`src/rtl/life_common_pkg.sv`:
```
// -----------------------------------------------------------------------------
// life_common_pkg
// Board geometry and raster counter widths shared by the Game of Life blocks.
// The scheduler only needs the board edge (frame tick position) and the
// widths of the raster counters and the speed control.
// -----------------------------------------------------------------------------
package life_common_pkg;

  // Cells per board edge; the raster position (BOARD_SIZE, BOARD_SIZE) is the
  // first position past the visible board and marks the frame boundary.
  localparam int BOARD_SIZE    = 64;

  localparam int HCOUNT_WIDTH  = 11;
  localparam int VCOUNT_WIDTH  = 10;

  // Width of the per-frame speed increment.
  localparam int LOG_MAX_SPEED = 8;

endpackage

```
`src/rtl/life_pkg.sv`:
```
// -----------------------------------------------------------------------------
// life_pkg
// Scheduler-specific types and constants for life_sched.
//
// Build option: LIFE_SCHED_RANDOM_EN adds the FILL_RAND state to the
// scheduler state type.
// -----------------------------------------------------------------------------
package life_pkg;

  // Speed accumulator width and the level at which a generation is released.
  localparam int                    ACC_WIDTH     = 8;
  localparam logic [ACC_WIDTH-1:0]  COUNTER_THRES = 8'd60;

  // Random fill generator.
  localparam int                    LFSR_WIDTH    = 16;
  localparam logic [LFSR_WIDTH-1:0] LFSR_SEED     = 16'hACE1;

`ifdef LIFE_SCHED_RANDOM_EN
  typedef enum logic [1:0] {
    PAUSE     = 2'd0,
    RUN       = 2'd1,
    FILL_ZERO = 2'd2,
    FILL_RAND = 2'd3
  } sched_state_t;
`else
  typedef enum logic [1:0] {
    PAUSE     = 2'd0,
    RUN       = 2'd1,
    FILL_ZERO = 2'd2
  } sched_state_t;
`endif

endpackage

```
`src/rtl/life_lfsr.sv`:
```
// -----------------------------------------------------------------------------
// life_lfsr
// 16-bit Fibonacci LFSR (taps 16,14,13,11) used as the cell source for random
// board fills. The register loads LFSR_SEED while reset is low and shifts once
// per clock while en is high.
//
// Build option: only present when LIFE_SCHED_RANDOM_EN is defined.
//
// Ports:
//   clk       system clock
//   rst_n     asynchronous active-low reset (loads LFSR_SEED)
//   en        advance the sequence this cycle
//   rand_bit  current output bit (lfsr[0])
// -----------------------------------------------------------------------------
`ifdef LIFE_SCHED_RANDOM_EN
module life_lfsr
  import life_pkg::*;
(
  input  logic clk,
  input  logic rst_n,
  input  logic en,
  output logic rand_bit
);

  logic [LFSR_WIDTH-1:0] lfsr_reg;
  logic                  feedback;

  // Tap positions 16,14,13,11 counted from 1 map to bits 15,13,12,10.
  assign feedback = lfsr_reg[15] ^ lfsr_reg[13] ^ lfsr_reg[12] ^ lfsr_reg[10];

  always_ff @(posedge clk or negedge rst_n) begin
    if (!rst_n) begin
      lfsr_reg <= LFSR_SEED;
    end else if (en) begin
      lfsr_reg <= {lfsr_reg[LFSR_WIDTH-2:0], feedback};
    end
  end

  assign rand_bit = lfsr_reg[0];

endmodule
`endif

```
`src/rtl/life_sched.sv`:
```
// -----------------------------------------------------------------------------
// life_sched
// Generation scheduler for the Game of Life datapath. Decides, once per video
// frame, whether the board evolves, is zero-filled, is randomly filled, or is
// left alone. A frame tick is the single cycle where the raster position is
// (BOARD_SIZE, BOARD_SIZE); every decision is registered on that tick and held
// for the whole following frame.
//
// Build option: LIFE_SCHED_RANDOM_EN compiles in random fill (LFSR, rand
// request latch and FILL_RAND). Without it rand_in is ignored.
//
// Ports:
//   clk_in         system clock, all state on the rising edge
//   rst_n_in       asynchronous active-low reset
//   hcount_in      raster x position
//   vcount_in      raster y position
//   speed_in       accumulator increment per frame while running
//   run_toggle_in  pulse: toggle PAUSE <-> RUN (ignored during fills)
//   step_in        pulse: one generation while paused
//   clear_in       pulse: zero-fill the board at the next frame tick
//   rand_in        pulse: random-fill the board at the next frame tick
//   update_out     evolve enable, held for one full frame
//   wr_en_out      board write enable (fill frames only)
//   alive_out      board write data
//   running_out    high in RUN
//   busy_out       fill pending or in progress
//   gen_count_out  generations evolved since reset (wraps)
// -----------------------------------------------------------------------------
module life_sched
  import life_common_pkg::*;
  import life_pkg::*;
(
  input  logic                     clk_in,
  input  logic                     rst_n_in,
  input  logic [HCOUNT_WIDTH-1:0]  hcount_in,
  input  logic [VCOUNT_WIDTH-1:0]  vcount_in,
  input  logic [LOG_MAX_SPEED-1:0] speed_in,
  input  logic                     run_toggle_in,
  input  logic                     step_in,
  input  logic                     clear_in,
  input  logic                     rand_in,
  output logic                     update_out,
  output logic                     wr_en_out,
  output logic                     alive_out,
  output logic                     running_out,
  output logic                     busy_out,
  output logic [15:0]              gen_count_out
);

  sched_state_t         state_reg, state_next;
  logic [ACC_WIDTH-1:0] acc_reg, acc_next;
  logic [15:0]          gen_reg, gen_next;
  logic                 update_reg, update_next;
  logic                 clear_pend_reg, clear_pend_next;
  logic                 step_pend_reg, step_pend_next;
  logic                 rand_pend_reg, rand_pend_next;

  logic                 frame_tick;
  logic                 fill_active;
  logic                 rand_fill;
  logic                 rand_bit;
  logic [ACC_WIDTH-1:0] speed_ext;

  assign frame_tick = (hcount_in == HCOUNT_WIDTH'(BOARD_SIZE)) &&
                      (vcount_in == VCOUNT_WIDTH'(BOARD_SIZE));

  assign speed_ext  = ACC_WIDTH'(speed_in);

`ifdef LIFE_SCHED_RANDOM_EN
  assign rand_fill   = (state_reg == FILL_RAND);
  assign fill_active = (state_reg == FILL_ZERO) || rand_fill;

  // The generator only runs while the random fill is writing the board, so
  // consecutive random fills continue the same sequence.
  life_lfsr u_lfsr (
    .clk      (clk_in),
    .rst_n    (rst_n_in),
    .en       (rand_fill),
    .rand_bit (rand_bit)
  );
`else
  logic unused_rand_in;
  assign unused_rand_in = rand_in;
  assign rand_fill      = 1'b0;
  assign rand_bit       = 1'b0;
  assign fill_active    = (state_reg == FILL_ZERO);
`endif

  // ---------------------------------------------------------------------------
  // State register
  // ---------------------------------------------------------------------------
  always_ff @(posedge clk_in or negedge rst_n_in) begin
    if (!rst_n_in) begin
      state_reg      <= PAUSE;
      acc_reg        <= '0;
      gen_reg        <= '0;
      update_reg     <= 1'b0;
      clear_pend_reg <= 1'b0;
      step_pend_reg  <= 1'b0;
      rand_pend_reg  <= 1'b0;
    end else begin
      state_reg      <= state_next;
      acc_reg        <= acc_next;
      gen_reg        <= gen_next;
      update_reg     <= update_next;
      clear_pend_reg <= clear_pend_next;
      step_pend_reg  <= step_pend_next;
      rand_pend_reg  <= rand_pend_next;
    end
  end

  // ---------------------------------------------------------------------------
  // Next-state logic
  // ---------------------------------------------------------------------------
  always_comb begin
    state_next      = state_reg;
    acc_next        = acc_reg;
    gen_next        = gen_reg;
    update_next     = update_reg;
    // Requests are sticky; a pulse arriving on the tick itself is treated as
    // already pending so it is not lost.
    clear_pend_next = clear_pend_reg | clear_in;
    step_pend_next  = step_pend_reg | step_in;
`ifdef LIFE_SCHED_RANDOM_EN
    rand_pend_next  = rand_pend_reg | rand_in;
`else
    rand_pend_next  = 1'b0;
`endif

    if (frame_tick) begin
      // Fill requests abort whatever mode is active, including another fill.
      // Only the winning request is retired; lower-priority ones stay pending.
      if (clear_pend_next) begin
        state_next      = FILL_ZERO;
        clear_pend_next = 1'b0;
        update_next     = 1'b0;
      end
`ifdef LIFE_SCHED_RANDOM_EN
      else if (rand_pend_next) begin
        state_next     = FILL_RAND;
        rand_pend_next = 1'b0;
        update_next    = 1'b0;
      end
`endif
      else begin
        case (state_reg)
          RUN: begin
            if (acc_reg >= COUNTER_THRES) begin
              acc_next    = '0;
              update_next = 1'b1;
              gen_next    = gen_reg + 16'd1;
            end else begin
              acc_next    = acc_reg + speed_ext;
              update_next = 1'b0;
            end
          end
          PAUSE: begin
            if (step_pend_next) begin
              update_next    = 1'b1;
              gen_next       = gen_reg + 16'd1;
              step_pend_next = 1'b0;
            end else begin
              update_next    = 1'b0;
            end
          end
          default: begin
            // End of a fill frame: the board is fully written.
            state_next  = PAUSE;
            acc_next    = '0;
            update_next = 1'b0;
          end
        endcase
      end
    end

    // Run/pause toggles act immediately, but never override a fill entry or
    // exit decided above (state_next would already differ from state_reg).
    if (run_toggle_in && (state_next == state_reg)) begin
      if (state_reg == PAUSE) begin
        state_next = RUN;
      end else if (state_reg == RUN) begin
        state_next = PAUSE;
      end
    end
  end

  // ---------------------------------------------------------------------------
  // Outputs
  // ---------------------------------------------------------------------------
  // Write enable is decoded straight from the state register so that an
  // asynchronous reset removes it without waiting for a clock edge.
  assign wr_en_out     = fill_active;
  assign alive_out     = rand_fill & rand_bit;
  assign update_out    = update_reg;
  assign running_out   = (state_reg == RUN);
  assign busy_out      = clear_pend_reg | rand_pend_reg | fill_active;
  assign gen_count_out = gen_reg;

endmodule
```
`config.mk`:
```
export PLATFORM = sky130hd
export DESIGN_NAME = life_sched
export DESIGN_NICKNAME = d
export VERILOG_FILES = /design/src/rtl/life_common_pkg.sv /design/src/rtl/life_pkg.sv /design/src/rtl/life_lfsr.sv /design/src/rtl/life_sched.sv
export SDC_FILE = /design/constraint.sdc
export NUM_CORES = 1
export LEC_CHECK = 0
export ABC_AREA = 1
export ABC_CLOCK_PERIOD_IN_PS = 1900
export CORE_ASPECT_RATIO = 1.1
export CORE_MARGIN = 4
export CORE_UTILIZATION = 49
export DETAILED_ROUTE_END_ITERATION = 7
export GPL_ROUTABILITY_DRIVEN = 0
export GPL_TIMING_DRIVEN = 0
export MAX_ROUTING_LAYER = met4
export PLACE_DENSITY_LB_ADDON = 0.05
export SKIP_CTS_REPAIR_TIMING = 1
export SYNTH_ARGS = -nofsm -noshare
export SYNTH_HDL_FRONTEND = slang
export SYNTH_SLANG_ARGS = --single-unit
```
`constraint.sdc`:
```
create_clock -name clk_in -period 1.9 [get_ports clk_in]
set_input_delay 0.19 -clock clk_in [delete_from_list [all_inputs] [get_ports clk_in]]
set_output_delay 0.19 -clock clk_in [all_outputs]
set_load 0.02 [all_outputs]
```
==> results.md, run 1 <==
- Vias in the first global route: 2023
- Relative slew margins: approximately 57%
- Layout cell share with drive strength beyond 1: between 10% and 20%
- Largest net degree at the start of global routing: 30
- Critical path fanouts, max: 4
- Commonest non-fill, non-tap cell in the layout: nand2_1
- Maxcap violations: 0
- Die extent in y: between 70 and 80 um
- Hold Vio Cnt, Final: 0
- Clock sinks: 29
- Required time worst endpoint: around 1.7 ns
- RSZ-0062 raised after global routing: false
- Grt total ovfl: 0
- Max FFs per register: 16
- Fin Setup TNS: 0 ns
- Clk pin slew, worst setup/hold paths: ~0.06 ns
- Root Driver: clkbuf_8
- Die width: roughly 71 um
- Slew @ Worst Pin: about 0.65 ns
- Yosys warning total: 0
- # rows: 24
- Vias: 2129
- Upper clock frequency limit: 0.577 GHz
- Distinct cells, synth: 29
- CTS H-tree depth: 2
- Reg-to-Reg Start: acc_reg[0]
- IO Port Bufs: 53
- Clk_lat worst skew: 0.29 ns
- DRC: 0
- CTS tree: yes
- Maximum vdd drop: 0.414 mV
- Area grow syn2layout: 33.6%
- Clock buffers created by TritonCTS: 5
- Register-to-register setup slack: roughly 0.2 ns
- Pleak: between 1 and 1.5 nW
- Post-synthesis cell area: roughly 0.0021 mm^2
- CP endpoint kind: output pin
- Startpoint types: flop
- Drt wl/cell: roughly 12 um
- DIE AREA: roughly 0.0055 mm^2
- N_diodes: 0
- Hold Crit Class: in2async
- WP data arrival: roughly 1.5 ns
- Hpwl dp: between 3 and 4 mm
- Power Total: between 0.001 and 0.0015 W
- Syn nets: around 360
- Post-Syn Instances: 311
- Iter 0 DRT Violations: 110
- Most frequent cells in the layout: 116 x nand2_1, 51 x clkdlybuf4s50_1, 35 x nor2_1, 30 x inv_1, 29 x dfrtp_1
- Tcrit/Tclk final: approximately 90%
- Fin. max-slew vios: 0
- Core Region: between 0.004 and 0.005 mm^2
- Status: finished clean
- Initial Util: approximately 52%
- Post-DRT Antenna Nets: 0
- Critical Path Start: state_reg[1]
- # fillers: around 380
- Routed Wire Length: about 5.2 mm
- Top-area cell type share of the netlist area: between 30 and 40%
- Sequential share of the synthesized area: around a third
- Synth area leader: dfrtp_1
- Min Tclk post-route: ~1.7 ns
- Synth top area cells: dfrtp_1 34%, nand2_1 20%, nor2_1 6.1%, inv_1 5.3%, nand3_1 4.9%
- DR vias/cell: 5.01
- Final setup vio count: 0
- First-pass GRT wire length: 9.25 mm
- Pwr dens: 513 mW/mm^2
- DR pass1 iterations: 4
- Final Skew: 0.00747 ns
- Syn avg cell area: just under 7 um^2
- Crit path kind: reg2out
- Nets: 416
- Seq cells post-synth: 29
- CTS max path bufs: 2
- Number of top-level pins: 56
- Initial antenna violation count: 0
- Gr usage total: a little over a fifth
power breakdown:
part	internal (W)	leakage, nW	switching (W)	total, W
registers	0.000621	0.389	0.00000463	0.000625
logic	0.0000914	0.942	0.0000763	0.000168
clock network	0.000427	0.0585	0.000247	0.000674
Yosys cell counts:
cell      count
a21o_1        1
a21oi_1       5
a21oi_2       1
buf_4         1
buf_6         2
conb_1        1
dfrtp_1      29
fa_1          1
ha_1          8
inv_1        30
inv_2         4
nand2_1     116
nand2_2       4
nand2_4       1
nand3_1      21
nand3_2       1
nand3b_1      3
nand4_1      10
nor2_1       35
nor2_2        7
nor2_4        2
nor2b_4       1
nor3_1        4
nor3_2        2
nor3b_2       1
o21ai_0       2
or2_2         4
xnor2_1       3
xor2_1       11
final cells by class:
type / instances / area, um^2 / share of cell area [%]
Timing Repair Buffer: 54 / 538 / 18.8
Sequential cell: 29 / 726 / 25.4
Clock inverter: 1 / 30.0 / 1.05
Buffer: 3 / 30.0 / 1.05
Clock buffer: 7 / 86.3 / 3.02
Inverter: 34 / 128 / 4.46
Tap cell: 52 / 65.1 / 2.27
Multi-Input combinational cell: 245 / 1260 / 44.0
cell families after synthesis:
group / synth area share (%)
flops: 33.9
simple gates: 44.9
fa+ha+maj: 5.61
compound gates: 2.39
other cells: 0.175
xor+xnor: 5.72
buf+inv: 7.36
through the flow:
stage	setup WS, ns	instances	instance area, um^2	util [%]	hold WS (ns)
2_1_floorplan	0.290	311	2140	-	-0.106
3_3_place_gp	-0.0330	416	2740	67.0	0.463
3_5_place_dp	-0.0466	416	2740	67.0	0.477
4_1_cts	0.0561	424	2850	69.9	0.492
5_1_grt	0.0726	425	2860	70.1	0.515
6_report	0.166	425	2860	70.1	0.480
worst paths after layout:
kind	cells past startpoint	end
max	3	wr_en_out
min	2	state_reg[0]
max reg2reg	7	acc_reg[4]
min reg2reg	2	acc_reg[0]
max in group asynchronous	2	state_reg[1]
min in group clk_in	2	acc_reg[0]
worst max-delay path, stage by stage (launching register included):
cell	delay, ns
dfrtp_1	0.41
inv_2	0.06
nor2_1	0.16
clkdlybuf4s50_1	0.64
metal layers:
| metal | global-route usage (%) | part of all wire, % |
|---|---|---|
| met3 | 3.88 | 6.3 |
| met4 | 7.33 | 1.7 |
| met2 | 33.4 | 47 |
| met1 | 27.4 | 45 |
| met5 | - | 0 |
Power figures use the tool's default switching activity.
==> inputs of run 2 (changes only) <==
Settings changed: SKIP_CTS_REPAIR_TIMING 1 to not set.
==> results of run 2 <==
No change in the layout: final DEF, timing and power equal those of run 1.
